## src/rtl/my_lsu.sv

```systemverilog
// Load/store unit: decodes memory control bits, runs a req/ack word-bus transaction and stalls the core until it completes.
// Optional feature: define LSU_TIMEOUT_EN to abort BUSY accesses after TIMEOUT_CYCLES cycles without ack.
module my_lsu #(
    parameter int TIMEOUT_CYCLES = 255
) (
    input  logic        i_clk,
    input  logic        i_rst_n,
    input  logic        i_mem_read,
    input  logic        i_mem_write,
    input  logic [2:0]  i_funct3,
    input  logic [31:0] i_addr,
    input  logic [31:0] i_wdata,
    output logic [31:0] o_rdata,
    output logic        o_stall,
    output logic        o_fault,
    output logic        o_bus_req,
    output logic        o_bus_we,
    output logic [31:0] o_bus_addr,
    output logic [31:0] o_bus_wdata,
    output logic [3:0]  o_bus_be,
    input  logic [31:0] i_bus_rdata,
    input  logic        i_bus_ack
);

    typedef enum logic [1:0] {IDLE, BUSY, DONE} state_t;

    state_t      r_state;
    state_t      w_stateNext;

    logic        r_busReq;
    logic        r_busWe;
    logic [31:0] r_busAddr;
    logic [31:0] r_busWdata;
    logic [3:0]  r_busBe;
    logic [1:0]  r_offset;
    logic [2:0]  r_funct3;
    logic [31:0] r_rdata;

    logic        w_req;
    logic        w_loadOk;
    logic        w_storeOk;
    logic        w_legal;
    logic        w_misaligned;
    logic [3:0]  w_be;
    logic [31:0] w_wdataRep;
    logic        w_start;
    logic        w_badAccess;
    logic        w_ackSeen;
    logic        w_expire;
    logic        w_timedOut;
    logic [31:0] w_shifted;
    logic [31:0] w_loadData;

    assign w_req     = i_mem_read | i_mem_write;
    assign w_ackSeen = i_bus_ack & r_busReq;

    always_comb begin
        w_loadOk     = 1'b0;
        w_storeOk    = 1'b0;
        w_misaligned = 1'b0;
        w_be         = 4'b1111;
        w_wdataRep   = i_wdata;
        case (i_funct3)
            3'b000, 3'b001, 3'b010: begin
                w_loadOk  = 1'b1;
                w_storeOk = 1'b1;
            end
            3'b100, 3'b101: w_loadOk = 1'b1;
            default: ;
        endcase
        // funct3[1:0] encodes the access size for every legal load and store
        case (i_funct3[1:0])
            2'b00: begin
                w_be       = 4'b0001 << i_addr[1:0];
                w_wdataRep = {4{i_wdata[7:0]}};
            end
            2'b01: begin
                w_misaligned = i_addr[0];
                w_be         = 4'b0011 << i_addr[1:0];
                w_wdataRep   = {2{i_wdata[15:0]}};
            end
            2'b10: w_misaligned = |i_addr[1:0];
            default: ;
        endcase
    end

    assign w_legal = !(i_mem_read && i_mem_write) && (i_mem_read ? w_loadOk : w_storeOk);

`ifdef LSU_TIMEOUT_EN
    localparam int CNT_W = ($clog2(TIMEOUT_CYCLES + 1) > 8) ? $clog2(TIMEOUT_CYCLES + 1) : 8;

    logic [CNT_W-1:0] r_waitCnt;
    logic             r_timedOut;

    assign w_expire   = (r_state == BUSY) && !w_ackSeen && (r_waitCnt == CNT_W'(TIMEOUT_CYCLES - 1));
    assign w_timedOut = r_timedOut;

    always_ff @(posedge i_clk or negedge i_rst_n) begin
        if (!i_rst_n) begin
            r_waitCnt  <= '0;
            r_timedOut <= 1'b0;
        end else begin
            r_timedOut <= w_expire;
            if (w_start) begin
                r_waitCnt <= '0;
            end else if (r_state == BUSY) begin
                r_waitCnt <= r_waitCnt + CNT_W'(1);
            end
        end
    end
`else
    // Without the timeout, BUSY waits for ack forever and never faults late
    assign w_expire   = 1'b0;
    assign w_timedOut = (TIMEOUT_CYCLES < 0);
`endif

    always_ff @(posedge i_clk or negedge i_rst_n) begin
        if (!i_rst_n) begin
            r_state <= IDLE;
        end else begin
            r_state <= w_stateNext;
        end
    end

    always_comb begin
        w_stateNext = r_state;
        o_stall     = 1'b0;
        w_start     = 1'b0;
        w_badAccess = 1'b0;
        case (r_state)
            IDLE: begin
                if (w_req) begin
                    if (w_legal && !w_misaligned) begin
                        w_start     = 1'b1;
                        o_stall     = 1'b1;
                        w_stateNext = BUSY;
                    end else begin
                        w_badAccess = 1'b1;
                    end
                end
            end
            BUSY: begin
                o_stall = 1'b1;
                if (w_ackSeen || w_expire) begin
                    w_stateNext = DONE;
                end
            end
            DONE:    w_stateNext = IDLE;
            default: w_stateNext = IDLE;
        endcase
    end

    always_comb begin
        w_shifted  = i_bus_rdata >> {r_offset, 3'b000};
        w_loadData = w_shifted;
        case (r_funct3)
            3'b000:  w_loadData = {{24{w_shifted[7]}}, w_shifted[7:0]};
            3'b001:  w_loadData = {{16{w_shifted[15]}}, w_shifted[15:0]};
            3'b100:  w_loadData = {24'b0, w_shifted[7:0]};
            3'b101:  w_loadData = {16'b0, w_shifted[15:0]};
            default: w_loadData = w_shifted;
        endcase
    end

    // Bus fields are captured once on entry to BUSY and held until the next access
    always_ff @(posedge i_clk or negedge i_rst_n) begin
        if (!i_rst_n) begin
            r_busReq   <= 1'b0;
            r_busWe    <= 1'b0;
            r_busAddr  <= '0;
            r_busWdata <= '0;
            r_busBe    <= '0;
            r_offset   <= '0;
            r_funct3   <= '0;
            r_rdata    <= '0;
        end else begin
            if (w_start) begin
                r_busReq   <= 1'b1;
                r_busWe    <= i_mem_write;
                r_busAddr  <= {i_addr[31:2], 2'b00};
                r_busWdata <= w_wdataRep;
                r_busBe    <= w_be;
                r_offset   <= i_addr[1:0];
                r_funct3   <= i_funct3;
            end else if ((r_state == BUSY) && (w_ackSeen || w_expire)) begin
                r_busReq <= 1'b0;
                if (!r_busWe) begin
                    r_rdata <= w_ackSeen ? w_loadData : 32'b0;
                end
            end
        end
    end

    assign o_rdata     = w_badAccess ? 32'b0 : r_rdata;
    assign o_fault     = w_badAccess | ((r_state == DONE) && w_timedOut);
    assign o_bus_req   = r_busReq;
    assign o_bus_we    = r_busWe;
    assign o_bus_addr  = r_busAddr;
    assign o_bus_wdata = r_busWdata;
    assign o_bus_be    = r_busBe;

endmodule
```

## config.mk

```make
export PLATFORM = sky130hd
export DESIGN_NAME = my_lsu
export DESIGN_NICKNAME = d
export VERILOG_FILES = /design/src/rtl/my_lsu.sv
export SDC_FILE = /design/constraint.sdc
export NUM_CORES = 1
export LEC_CHECK = 0
export BUFFER_PORTS_ARGS = -buffer_cell sky130_fd_sc_hd__buf_2
export CORE_ASPECT_RATIO = 1.2
export CORE_UTILIZATION = 44
export DETAILED_ROUTE_END_ITERATION = 8
export MAX_ROUTING_LAYER = met4
export PLACE_DENSITY_LB_ADDON = 0.2
export SETUP_SLACK_MARGIN = 0.05
export SYNTH_ARGS = -nofsm -noshare
export SYNTH_HDL_FRONTEND = slang
export SYNTH_SLANG_ARGS = --single-unit
```

## constraint.sdc

```tcl
create_clock -name i_clk -period 1.84 [get_ports i_clk]
set_clock_uncertainty 0.05 [all_clocks]
set_input_delay 0.092 -clock i_clk [delete_from_list [all_inputs] [get_ports i_clk]]
set_output_delay 0.092 -clock i_clk [all_outputs]
set_load 0.01 [all_outputs]
```

# Word-level counts from Yosys, hierarchy flattened
# Cells that the tools add are included.
# Widths: inputs -> output; s select.
[classes]
shifts = 3
eq_ne = 13
bitwise = 4
reduce_logical = 16
muxes = 22
[op_table]
columns = ["operator", "n"]
rows = [
  ["$pmux 32 s4", 1],
  ["$mux 32", 2],
  ["$pmux 32 s2", 1],
  ["$shr 32x5->32", 1],
  ["$eq 3x3->1 const B", 4],
  ["$mux 1", 11],
  ["$pmux 4 s2", 1],
  ["$eq 3x1->1 const B", 2],
  ["$logic_not 3->1", 2],
  ["$mux 2", 3],
  ["$ne 2x2->1 const B", 3],
  ["$reduce_and 3->1", 2],
  ["$reduce_or 5->1", 1],
  ["$eq 2x1->1 const B", 2],
  ["$logic_and 1x1->1", 4],
  ["$logic_not 2->1", 2],
  ["$pmux 1 s2", 2],
  ["$pmux 2 s2", 1],
  ["$shl 1x2->4 const A", 1],
  ["$shl 2x2->4 const A", 1],
  ["$eq 3x2->1 const B", 1],
  ["$reduce_or 3->1", 1],
  ["$eq 2x2->1 const B", 1],
  ["$logic_not 1->1", 2],
  ["other kinds (5)", 6],
]
[totals]
inputBits = 104
output_inout_bits = 104
regBits = 107

# Depth between registers and ports, before layout
# Gate-level depths: netlist of the first run.
[logic_depth]
word_depth = 11
ltp_mapped = 9

# Worst setup path after synthesis of the first run
# Ideal clock, no wire load.
[synth_path]
path_kind = "input-to-reg"
start = "input port i_funct3[1]"
end = "register r_busAddr[10] (netlist: o_bus_addr[10])"
cell_stages = 9
t_arrival_ns = 1.664
required_ns = 1.663
setup_slack_ns = -0.001
setup_time_ns = 0.127
path_cell_list = "inv_1 > ha_1 > buf_2 > nor2_4 > a221o_1 > nor3b_2 > buf_4 > buf_6 > mux2_1"
[synth_via]
elab_chain_cells = 9
word_cells_on_any_way = 19
cone_classes = "eq/ne (6); mux (7); reduce/logical (6)"
[synth_lines]
columns = ["element", "line", "text"]
rows = [
  ["from (decl)", "10", "input logic [2:0] i_funct3,"],
  ["$eq 3x1->1, or another cell as far along", "63", "case (i_funct3)"],
  ["$reduce_or 5->1 (no source line) / $reduce_or 3->1 (equally long branches)", "-", ""],
  ["$mux 1", "63", ""],
  ["$mux 1", "87", "assign w_legal = !(i_mem_read && i_mem_write) && (i_mem_read ? w_loadOk : w_storeOk);"],
  ["$logic_and 1x1->1", "87", ""],
  ["$logic_and 1x1->1 (*)", "133", "if (w_legal && !w_misaligned) begin"],
  ["$mux 1 (*)", "133", ""],
  ["$mux 1 (*)", "132", "if (w_req) begin"],
  ["$mux 1 (*)", "130", "case (r_state)"],
  ["to (signal assigned)", "180", "r_busAddr <= {i_addr[31:2], 2'b00};"],
  ["to (decl)", "32", "logic [31:0] r_busAddr;"],
]
# Mark *: on every way between the ends. The rest lies on a longest branch, timed or not.
# A chain may end at the register's enable or synchronous reset.

# Worst setup path in the final report of the first run
[layout_path]
start = "register r_state[0]"
end = "register r_busWdata[8] (netlist: o_bus_wdata[8])"
[layout_via]
elab_chain_cells = 2
[layout_lines]
columns = ["element", "line", "text"]
rows = [
  ["from (decl)", "27", "state_t r_state;"],
  ["from (signal assigned)", "121", "r_state <= w_stateNext;"],
  ["$logic_not 2->1", "130", ""],
  ["$mux 1", "130", ""],
  ["to (signal assigned)", "181", "r_busWdata <= w_wdataRep;"],
  ["to (decl)", "33", "logic [31:0] r_busWdata;"],
]
# Every way passes these cells.

==> results.ini, run 1 <==
[outcome]
outcome = finished with violations
violations = setup timing

[synthesis]
synth-edff-count = 0
syn-cell-area_mm2 = 0.005278
yosys-top-cells-area = dfrtp_1 51%, mux2_1 10%, mux2_2 8.5%
ys_seq_elements = 107
yosys.cell_types.count = 38
synth_cells = 459
async_flop_share = 1.000
yosysTopAreaCell = dfrtp_1
avgSynthCellArea_um2 = 11.50
ys_seq_area_frac = 0.5073
synth-main-ff-cell = dfrtp_1
netlist.area_leader.share = 0.5073
yosysWarningCount = 0

[sta]
fin_crit_sh = 1.010
fin_crit_ns = 1.859
worst_pin_slew_ns = 0.5265
slew_violations = 0
setup_ws_ns = -0.01870
setup_tns_ns = -0.1376
timing.fmax_ghz = 0.5380
grt_setup_unrepaired = yes
slew-limit-headroom = 0.6490
hold_viol = 0
setup_viol = 24
whs_ns = 0.007455

[cts]
h-tree-depth = 3
cts.sinks = 107
clock_latency_ns = 0.34
clk_pin_slew_ns = 0.07
numCtsBuffers = 9
clockRootBuffer = clkbuf_16
clockBufferDepth = 2
cts_tree = yes

[placed_design]
post_dp_cell_area_mm2 = 0.006714
dp_worst_setup_slack_ns = -0.2845
port_buffers = 205
hpwl_um = 9800
place.gp.congestion = 0.8182

[layout]
nets = 829
area_delta_synth_final_pct = 53.49
design_area_mm2 = 0.008100
layout-drive-gt1-share = 0.5186

[critical_path]
critPathKind = reg2reg
cp-start-kind = flip-flop
arrival_ns = 2.03
crit_fanout = 22
endpoint_kind = flip-flop
cp.required_ns = 2.01

[routing]
dr_wl_met3_um = 830
m1WireLength_um = 6183
wl_um = 15600
vias = 4648
antenna_left = 0
met2_length_um = 8095
firstDrtPassIters = 4
post_drt_wl_per_cell_um = 17.63
dr.max_layer_used = met4
viasPerCell = 5.252
first_iter_violations = 152
post-route-drc-count = 0

[power]
p_per_area_mw_per_mm2 = 1529
p_total_w = 0.01238
irDropWorstVdd_mv = 0.7022
p_leak_nw = 3.941

[floorplan]
dieArea_mm2 = 0.01244
rows = 43
die-height_um = 122.0
pin_count = 208
fp.dieW_um = 102.0
coreArea_mm2 = 0.01162
start_util = 0.4541

[global_route]
antenna_found_initial = 1
grt_overflow_total = 0
grt_pass1_wl_um = 24020
grt_max_degree = 48
track_usage = 0.2614
grt_pass1_vias = 4799

[hold_path]
hp-class = in2reg

[flow_run]
cap_viol_max_count = 0

[repair_timing]
action,CTS,global route
pin swaps,35,1
endpoints found under the hold margin,76,0
buffers inserted,10,1
hold buffers,43,0
cloned,6,1
setup endpoints to repair,95,129
resized for setup,67,42
[cell usage in the layout, fill, tap and decap left out, types with 4 or more instances in the layout]
cell type      Yosys  final
buf_2              8    169
a211oi_1           7      7
nand3b_1           8      8
buf_12             0      5
nand2_1           44     44
nor2b_1            8      8
buf_6              5     39
mux2_1            47     20
nand3_1           16     16
o311ai_0           8      8
buf_16             0      7
mux2i_1           16     16
a21oi_1           17     17
and2_4             0     32
nor2_1             4      4
o21ai_0           21     20
dfrtp_1          107    106
dlygate4sd3_1      0     43
a22oi_1            8      8
mux2_2            40     26
buf_4              3     24
clkbuf_16          0     10
a22o_1             8      8
mux2_4             0     41
nand2b_1           5      4
[critical path: stages, from the launching register on]
cell,delay [ns]
dfrtp_1,0.41
nor3_2,0.19
buf_4,0.13
nor3b_4,0.22
buf_6,0.17
buf_16,0.19
mux2_2,0.36
[cell usage after synthesis, types with 2 or more instances]
cell type  instances
nand3b_1           8
a22oi_1            8
o22ai_1            2
nor2b_1            8
o21ai_0           21
a22o_1             8
buf_2              8
inv_1              5
buf_4              3
a21oi_1           17
mux2_1            47
buf_6              5
or2_2              3
nand2b_1           5
o311ai_0           8
nor2_1             4
nand2_1           44
mux2_2            40
a211oi_1           7
clkbuf_1          20
dfrtp_1          107
ha_1               3
and2_1            32
mux2i_1           16
nand3_1           16
nor3b_2            2
[metrics by stage]
stage          cells  utilization
2_1_floorplan    460            -
3_3_place_gp     809       0.5777
3_5_place_dp     809       0.5777
4_1_cts          883       0.6824
5_1_grt          885       0.6970
6_report         885       0.6970
[layout make-up]
type	instances	area [µm²]
Timing Repair Buffer	288	2213
Sequential cell	107	2679
Inverter	5	40.04
Fill cell	876	3521
Tap cell	157	196.4
Multi-Input combinational cell	311	2688
Clock inverter	3	21.27
Clock buffer	13	260.3
Antenna cell	1	2.502
[registers in the layout, summed over array words and instances (netlist names)]
name         count
o_bus_wdata     32
r_rdata         32
o_bus_addr      30
o_bus_be         4
r_funct3         3
r_offset         2
r_state          2
o_bus_req        1
o_bus_we         1
[metal layers]
layer	track usage	vias to the layer above
met5	-	-
met3	0.05106	39
met2	0.4320	195
li1	-	2148
met1	0.3092	2266
met4	0.1125	0
[worst paths after layout]
path	from	slack, ns	endpoint	depth (start not counted)
hold reg to reg	r_rdata[12]	0.43	r_rdata[12]	2
setup reg to reg	r_state[0]	-0.02	o_bus_wdata[8]	6
setup / recovery	r_state[0]	-0.02	o_bus_wdata[8]	6
min in group asynchronous	i_rst_n	0.22	r_rdata[14]	2
max in group asynchronous	i_rst_n	0.87	o_bus_we	3
hold / removal	i_bus_rdata[29]	0.007	r_rdata[29]	3
[cells by family after synthesis]
kind of cell	after synthesis	share of synthesized area
simple gates	126	0.1283
compound gates	76	0.09531
other cells	1	0.0007106
fa+ha+maj	3	0.007113
buf+inv	42	0.04101
mux	104	0.2202
flops	107	0.5073
[where the power goes]
| part | total, W | internal [W] | leakage, nW | switching, W |
|---|---|---|---|---|
| Sequential | 0.00420 | 0.00349 | 1.30 | 0.000713 |
| Combinational | 0.00633 | 0.00359 | 2.51 | 0.00274 |
| Clock | 0.00185 | 0.000998 | 0.136 | 0.000850 |
| Total | 0.0124 | 0.00808 | 3.94 | 0.00430 |
Note: power is estimated with default switching activity, not from simulation.
==> run 2, diff against run 1 <==
--- a/config.mk
+++ b/config.mk
@@ -5,9 +5,9 @@
 export SDC_FILE = /design/constraint.sdc
 export NUM_CORES = 1
 export LEC_CHECK = 0
+export ABC_AREA = 1
 export BUFFER_PORTS_ARGS = -buffer_cell sky130_fd_sc_hd__buf_2
-export CORE_ASPECT_RATIO = 1.2
-export CORE_UTILIZATION = 44
+export CORE_UTILIZATION = 45
 export DETAILED_ROUTE_END_ITERATION = 8
 export MAX_ROUTING_LAYER = met4
 export PLACE_DENSITY_LB_ADDON = 0.2
==> results.ini, run 2 <==
[outcome]
outcome = finished with violations
violations = hold timing, setup timing

[cts]
clockBufferDepth = 2
clock_latency_ns = 0.35
numCtsBuffers = 9
h-tree-depth = 3
clk_pin_slew_ns = 0.07
cts_tree = yes
clockRootBuffer = clkbuf_16
cts.sinks = 107

[synthesis]
yosys-top-cells-area = dfrtp_1 48%, nand2_1 18%, o21ai_0 6.8%
yosys.cell_types.count = 29
yosysMostFrequentCell = nand2_1
ys_seq_elements = 107
synth-edff-count = 0
yosysWarningCount = 0
avgSynthCellArea_um2 = 7.626
syn-cell-area_mm2 = 0.005544
netlist.area_leader.share = 0.4830
synth_common_cells = 268 x nand2_1, 107 x dfrtp_1, 75 x o21ai_0
yosysTopAreaCell = dfrtp_1
synth-main-ff-cell = dfrtp_1
async_flop_share = 1.000
synth_cells = 727
ys_seq_area_frac = 0.4830

[hold_path]
min_from = i_wdata[24]
whs_path_depth = 3
hp-class = in2reg
min_to = o_bus_wdata[24]

[power]
p_sw_w = 0.004777
p_clk_frac = 0.181
p_comb_frac = 0.480
irDropWorstVdd_mv = 0.8237
swShare = 0.4034
p_leak_nw = 4.189
internal-power_w = 0.007067
p_per_area_mw_per_mm2 = 1485
p_seq_frac = 0.339

[sta]
setup_viol = 33
slew-limit-headroom = 0.6585
fin_crit_ns = 1.934
fin_crit_sh = 1.051
grt_setup_unrepaired = yes
whs_ns = -0.01203
setup_ws_ns = -0.09391
worst_pin_slew_ns = 0.5123
timing.fmax_ghz = 0.5171
slew_violations = 0
hold_viol = 1

[routing]
post-route-drc-count = 0
antenna_left = 0
wl_um = 15890
firstDrtPassIters = 5
post_drt_wl_per_cell_um = 13.98
first_iter_violations = 258
viasPerCell = 4.903
vias = 5575

[layout]
multi_input_area_mm2 = 0.002446
insertedDiodeCount = 0
design_area_mm2 = 0.007974
nets = 1092
layout_commonest_cell = nand2_1
layout-drive-gt1-share = 0.3040
fill_cells = 1034
register_area_mm2 = 0.002678
area_delta_synth_final_pct = 43.83
final_cell_mix = 267 x nand2_1, 192 x buf_2, 107 x dfrtp_1

[global_route]
track_usage = 0.2518
grt_pass1_vias = 5032
grt_overflow_total = 0
grt_max_degree = 61
grt_pass1_wl_um = 24580
antenna_found_initial = 0

[critical_path]
critPathKind = reg2out
crit_path_top_delay_cell = dfrtp_1
worstPathCellList = or2_4 > nor2_4 > a21boi_4 > buf_12 > clkbuf_16 > nor2_1 > buf_2
cpPeakStageDelay_ns = 0.39
timing.rr.end = r_rdata[7]
crit_family = buffers and inverters
rrSetupSlack_ns = 0.13
reg2reg_depth = 9
cp-start-kind = flip-flop
arrival_ns = 1.79
endpoint_kind = output port
crit_buf_inv = 3
cp.required_ns = 1.70
crit_fanout = 16
reg2reg_from = r_state[0]

[floorplan]
fp.dieW_um = 113.0
rows = 40
start_util = 0.4616
dieArea_mm2 = 0.01277
die-height_um = 113.0
pin_count = 208
coreArea_mm2 = 0.01201

[placed_design]
hpwl_um = 10440
port_buffers = 205
place.gp.congestion = 0.8394
post_dp_cell_area_mm2 = 0.006715

[flow_run]
cap_viol_max_count = 0

-- run 2: cell types whose count changed in the layout (fill, tap and decap cells not counted), sizes merged, moves of 10 or more --
cell	change
nand2	+227
nor2	+46
inv	+58
nand4	+16
and2	-32
mux2i	-16
o21ai	+99
buf	-10
mux2	-87
dlygate4sd3	+12
-- run 2: layout make-up --
cell class,instances,area share
clock buffer,10,0.02997
tap,147,0.02307
clock inverter,6,0.01193
timing repair buffer,293,0.2617
multi-input combinational,509,0.3068
sequential,107,0.3358
inverter,65,0.03075
-- run 2: cells by family (layout without fill, tap and decap cells) --
kind of cell,Yosys count,after routing,synth area share
AND/OR/NAND/NOR,351,351,0.2595
AO/OA/AOI/OAI,153,153,0.1537
buffers and inverters,112,374,0.09637
flip-flops,107,107,0.4830
adder cells (fa/ha/maj),3,3,0.006771
other,1,2,0.0006764
-- run 2: worst reg2reg max path, cell delays in order (launching register included) --
cell,delay (ns)
dfrtp_1,0.39
or2_4,0.26
nor2_4,0.09
buf_4,0.12
nand3_4,0.07
buf_4,0.17
nand3_4,0.07
buf_12,0.22
nand2_1,0.12
o21ai_1,0.09
-- run 2: repair_timing --
item	CTS	global route
endpoints found under the setup margin	34	43
buffers inserted	3	5
gates resized for setup	2	47
hold endpoints to repair	89	0
pin swaps	1	0
hold buffers	55	0
cloned	0	4
-- run 2: per-layer routing --
layer	GRT usage	share of wire	vias up
li1	-	-	2808
met2	0.4202	0.49	198
met5	-	0	-
met1	0.3149	0.44	2542
met3	0.03589	0.049	27
met4	0.08860	0.019	0
-- run 2: worst max-delay path by stage --
stage / startpoint / end / slack [ns] / cells past startpoint
after global placement: i_funct3[1] / r_rdata[28] / 0.25 / 11
after global routing: r_state[0] / o_rdata[10] / -0.14 / 7
after floorplan: r_offset[1] / r_rdata[16] / 0.37 / 8
final: r_state[0] / o_rdata[10] / -0.09 / 7
after detailed placement: i_funct3[1] / r_rdata[28] / 0.19 / 11
after CTS: r_state[0] / o_rdata[26] / -0.07 / 6
-- run 2: through the flow --
stage / utilization / TNS [ns] / cells / setup slack, ns / total power (W)
2_1_floorplan: - / 0 / 728 / 0.3719 / 0.007161
3_3_place_gp: 0.5591 / 0 / 1054 / 0.2508 / 0.008945
3_5_place_dp: 0.5591 / 0 / 1054 / 0.1906 / 0.009004
4_1_cts: 0.6355 / -2.070 / 1128 / -0.07139 / 0.01130
5_1_grt: 0.6639 / -3.888 / 1137 / -0.1426 / 0.01271
6_report: 0.6639 / -2.212 / 1137 / -0.09391 / 0.01184
-- run 2: power by group through the flow --
stage                     Combinational, W  Clock (W)  Sequential (W)
after floorplan                    0.00289          0         0.00428
after global placement             0.00492          0         0.00403
after detailed placement           0.00501          0         0.00399
after CTS                          0.00512    0.00218         0.00400
after global routing               0.00629    0.00228         0.00415
final                              0.00568    0.00214         0.00402
==> run 3, diff against run 2 <==
--- a/config.mk
+++ b/config.mk
@@ -6,7 +6,7 @@
 export NUM_CORES = 1
 export LEC_CHECK = 0
 export ABC_AREA = 1
-export BUFFER_PORTS_ARGS = -buffer_cell sky130_fd_sc_hd__buf_2
+export BUFFER_PORTS_ARGS = -buffer_cell sky130_fd_sc_hd__clkbuf_2
 export CORE_UTILIZATION = 45
 export DETAILED_ROUTE_END_ITERATION = 8
 export MAX_ROUTING_LAYER = met4
==> results.ini, run 3 (same netlist as run 2, synthesis figures left out) <==
[outcome]
outcome = finished with violations
violations = setup timing

[hold_path]
whs_path_depth = 3
hp-class = in2reg
min_to = r_state[1]
min_from = i_bus_ack

[cts]
cts_tree = yes
cts.sinks = 107
clock_latency_ns = 0.35
clockRootBuffer = clkbuf_16
clockBufferDepth = 2
clk_pin_slew_ns = 0.07
h-tree-depth = 3
numCtsBuffers = 9

[floorplan]
coreArea_mm2 = 0.01201
start_util = 0.4616
dieArea_mm2 = 0.01277
fp.dieW_um = 113.0
pin_count = 208
die-height_um = 113.0
rows = 40

[critical_path]
timing.rr.end = o_bus_addr[8]
critPathKind = reg2out
cp-start-kind = flip-flop
cp.required_ns = 1.70
rrSetupSlack_ns = 0.15
reg2reg_from = r_state[0]
arrival_ns = 1.73
endpoint_kind = output port
reg2reg_depth = 9
crit_fanout = 8

[sta]
setup_viol = 24
setup_ws_ns = -0.03166
fin_crit_ns = 1.872
fin_crit_sh = 1.017
hold_viol = 0
grt_setup_unrepaired = yes
timing.fmax_ghz = 0.5343
slew_violations = 0

[routing]
post-route-drc-count = 0
first_iter_violations = 275
post_drt_wl_per_cell_um = 14.15
wl_um = 16080
vias = 5585
antenna_left = 0
viasPerCell = 4.916
firstDrtPassIters = 5

[power]
p_total_w = 0.01136
irDropWorstVdd_mv = 0.7531
p_per_area_mw_per_mm2 = 1467
p_leak_nw = 4.142

[layout]
area_delta_synth_final_pct = 39.65
final_cell_mix = 267 x nand2_1, 202 x clkbuf_2, 107 x dfrtp_1
insertedDiodeCount = 0
layout-drive-gt1-share = 0.2851
multi_input_area_mm2 = 0.002351
fill_cells = 1056
layout_commonest_cell = nand2_1
nets = 1092
register_area_mm2 = 0.002678

[placed_design]
dp_worst_setup_slack_ns = 0.2037
port_buffers = 205
place.gp.congestion = 0.9394
hpwl_um = 10680

[flow_run]
cap_viol_max_count = 0

[global_route]
grt_max_degree = 55
grt_pass1_vias = 5198
antenna_found_initial = 0
grt_pass1_wl_um = 25360
grt_overflow_total = 0
track_usage = 0.2640

run 3: how the worst max path moves through the flow:
stage                startpoint     endpoint  slack [ns]  depth (start not counted)
CTS                  r_state[0]  o_rdata[11]       -0.04                          7
detailed placement  i_funct3[0]  r_rdata[22]        0.20                         11
finish               r_state[0]  o_rdata[31]       -0.03                          7
global route         r_state[0]  o_rdata[31]       -0.09                          7
floorplan           r_offset[1]  r_rdata[16]        0.37                          8
global placement    i_funct3[0]  r_rdata[22]        0.26                         11
run 3: layout make-up:
| class | instances | share of cell area |
|---|---|---|
| repair buffers | 293 | 0.2574 |
| clock buffers | 11 | 0.03135 |
| inverters | 65 | 0.03167 |
| clock inverters | 4 | 0.006303 |
| flip-flops and latches | 107 | 0.3458 |
| well taps | 147 | 0.02376 |
| multi-input cells | 509 | 0.3037 |
run 3: what timing repair did:
action | in CTS | in global routing
endpoints found under the hold margin | 164 | 0
gates cloned | 1 | 1
gates resized for setup | 4 | 8
pin swaps | 1 | 1
setup buffers | 5 | 1
endpoints found under the setup margin | 34 | 68
hold buffers | 58 | 0
run 3: where the power goes:
part | switching (W) | internal [W]
sequential | 0.000639 | 0.00340
combinational | 0.00316 | 0.00223
clock | 0.000852 | 0.00109
run 3: worst max-delay path, stage by stage, from the launching register on:
cell and delay, ns:
dfrtp_1 0.37, or2_1 0.23, nor2_2 0.11, a21boi_4 0.21
buf_6 0.14, clkbuf_16 0.15, nor2_1 0.04, clkbuf_2 0.12
run 3: per-stage QoR:
stage	hold WS, ns	std cells	TNS [ns]	area (µm²)	utilization
after global placement	-0.09499	1056	0	6730	0.5603
after detailed placement	-0.09341	1056	0	6730	0.5603
final	0.01377	1136	-0.3501	7742	0.6446
after floorplan	-0.2536	728	0	5548	-
after CTS	0.001209	1135	-0.9822	7695	0.6406
after global routing	0.01895	1136	-2.428	7742	0.6446
run 3: metal layers:
layer / share of wire / track usage
met5: 0 / -
met4: 0.031 / 0.1254
met3: 0.052 / 0.03910
met2: 0.50 / 0.4407
met1: 0.42 / 0.3160
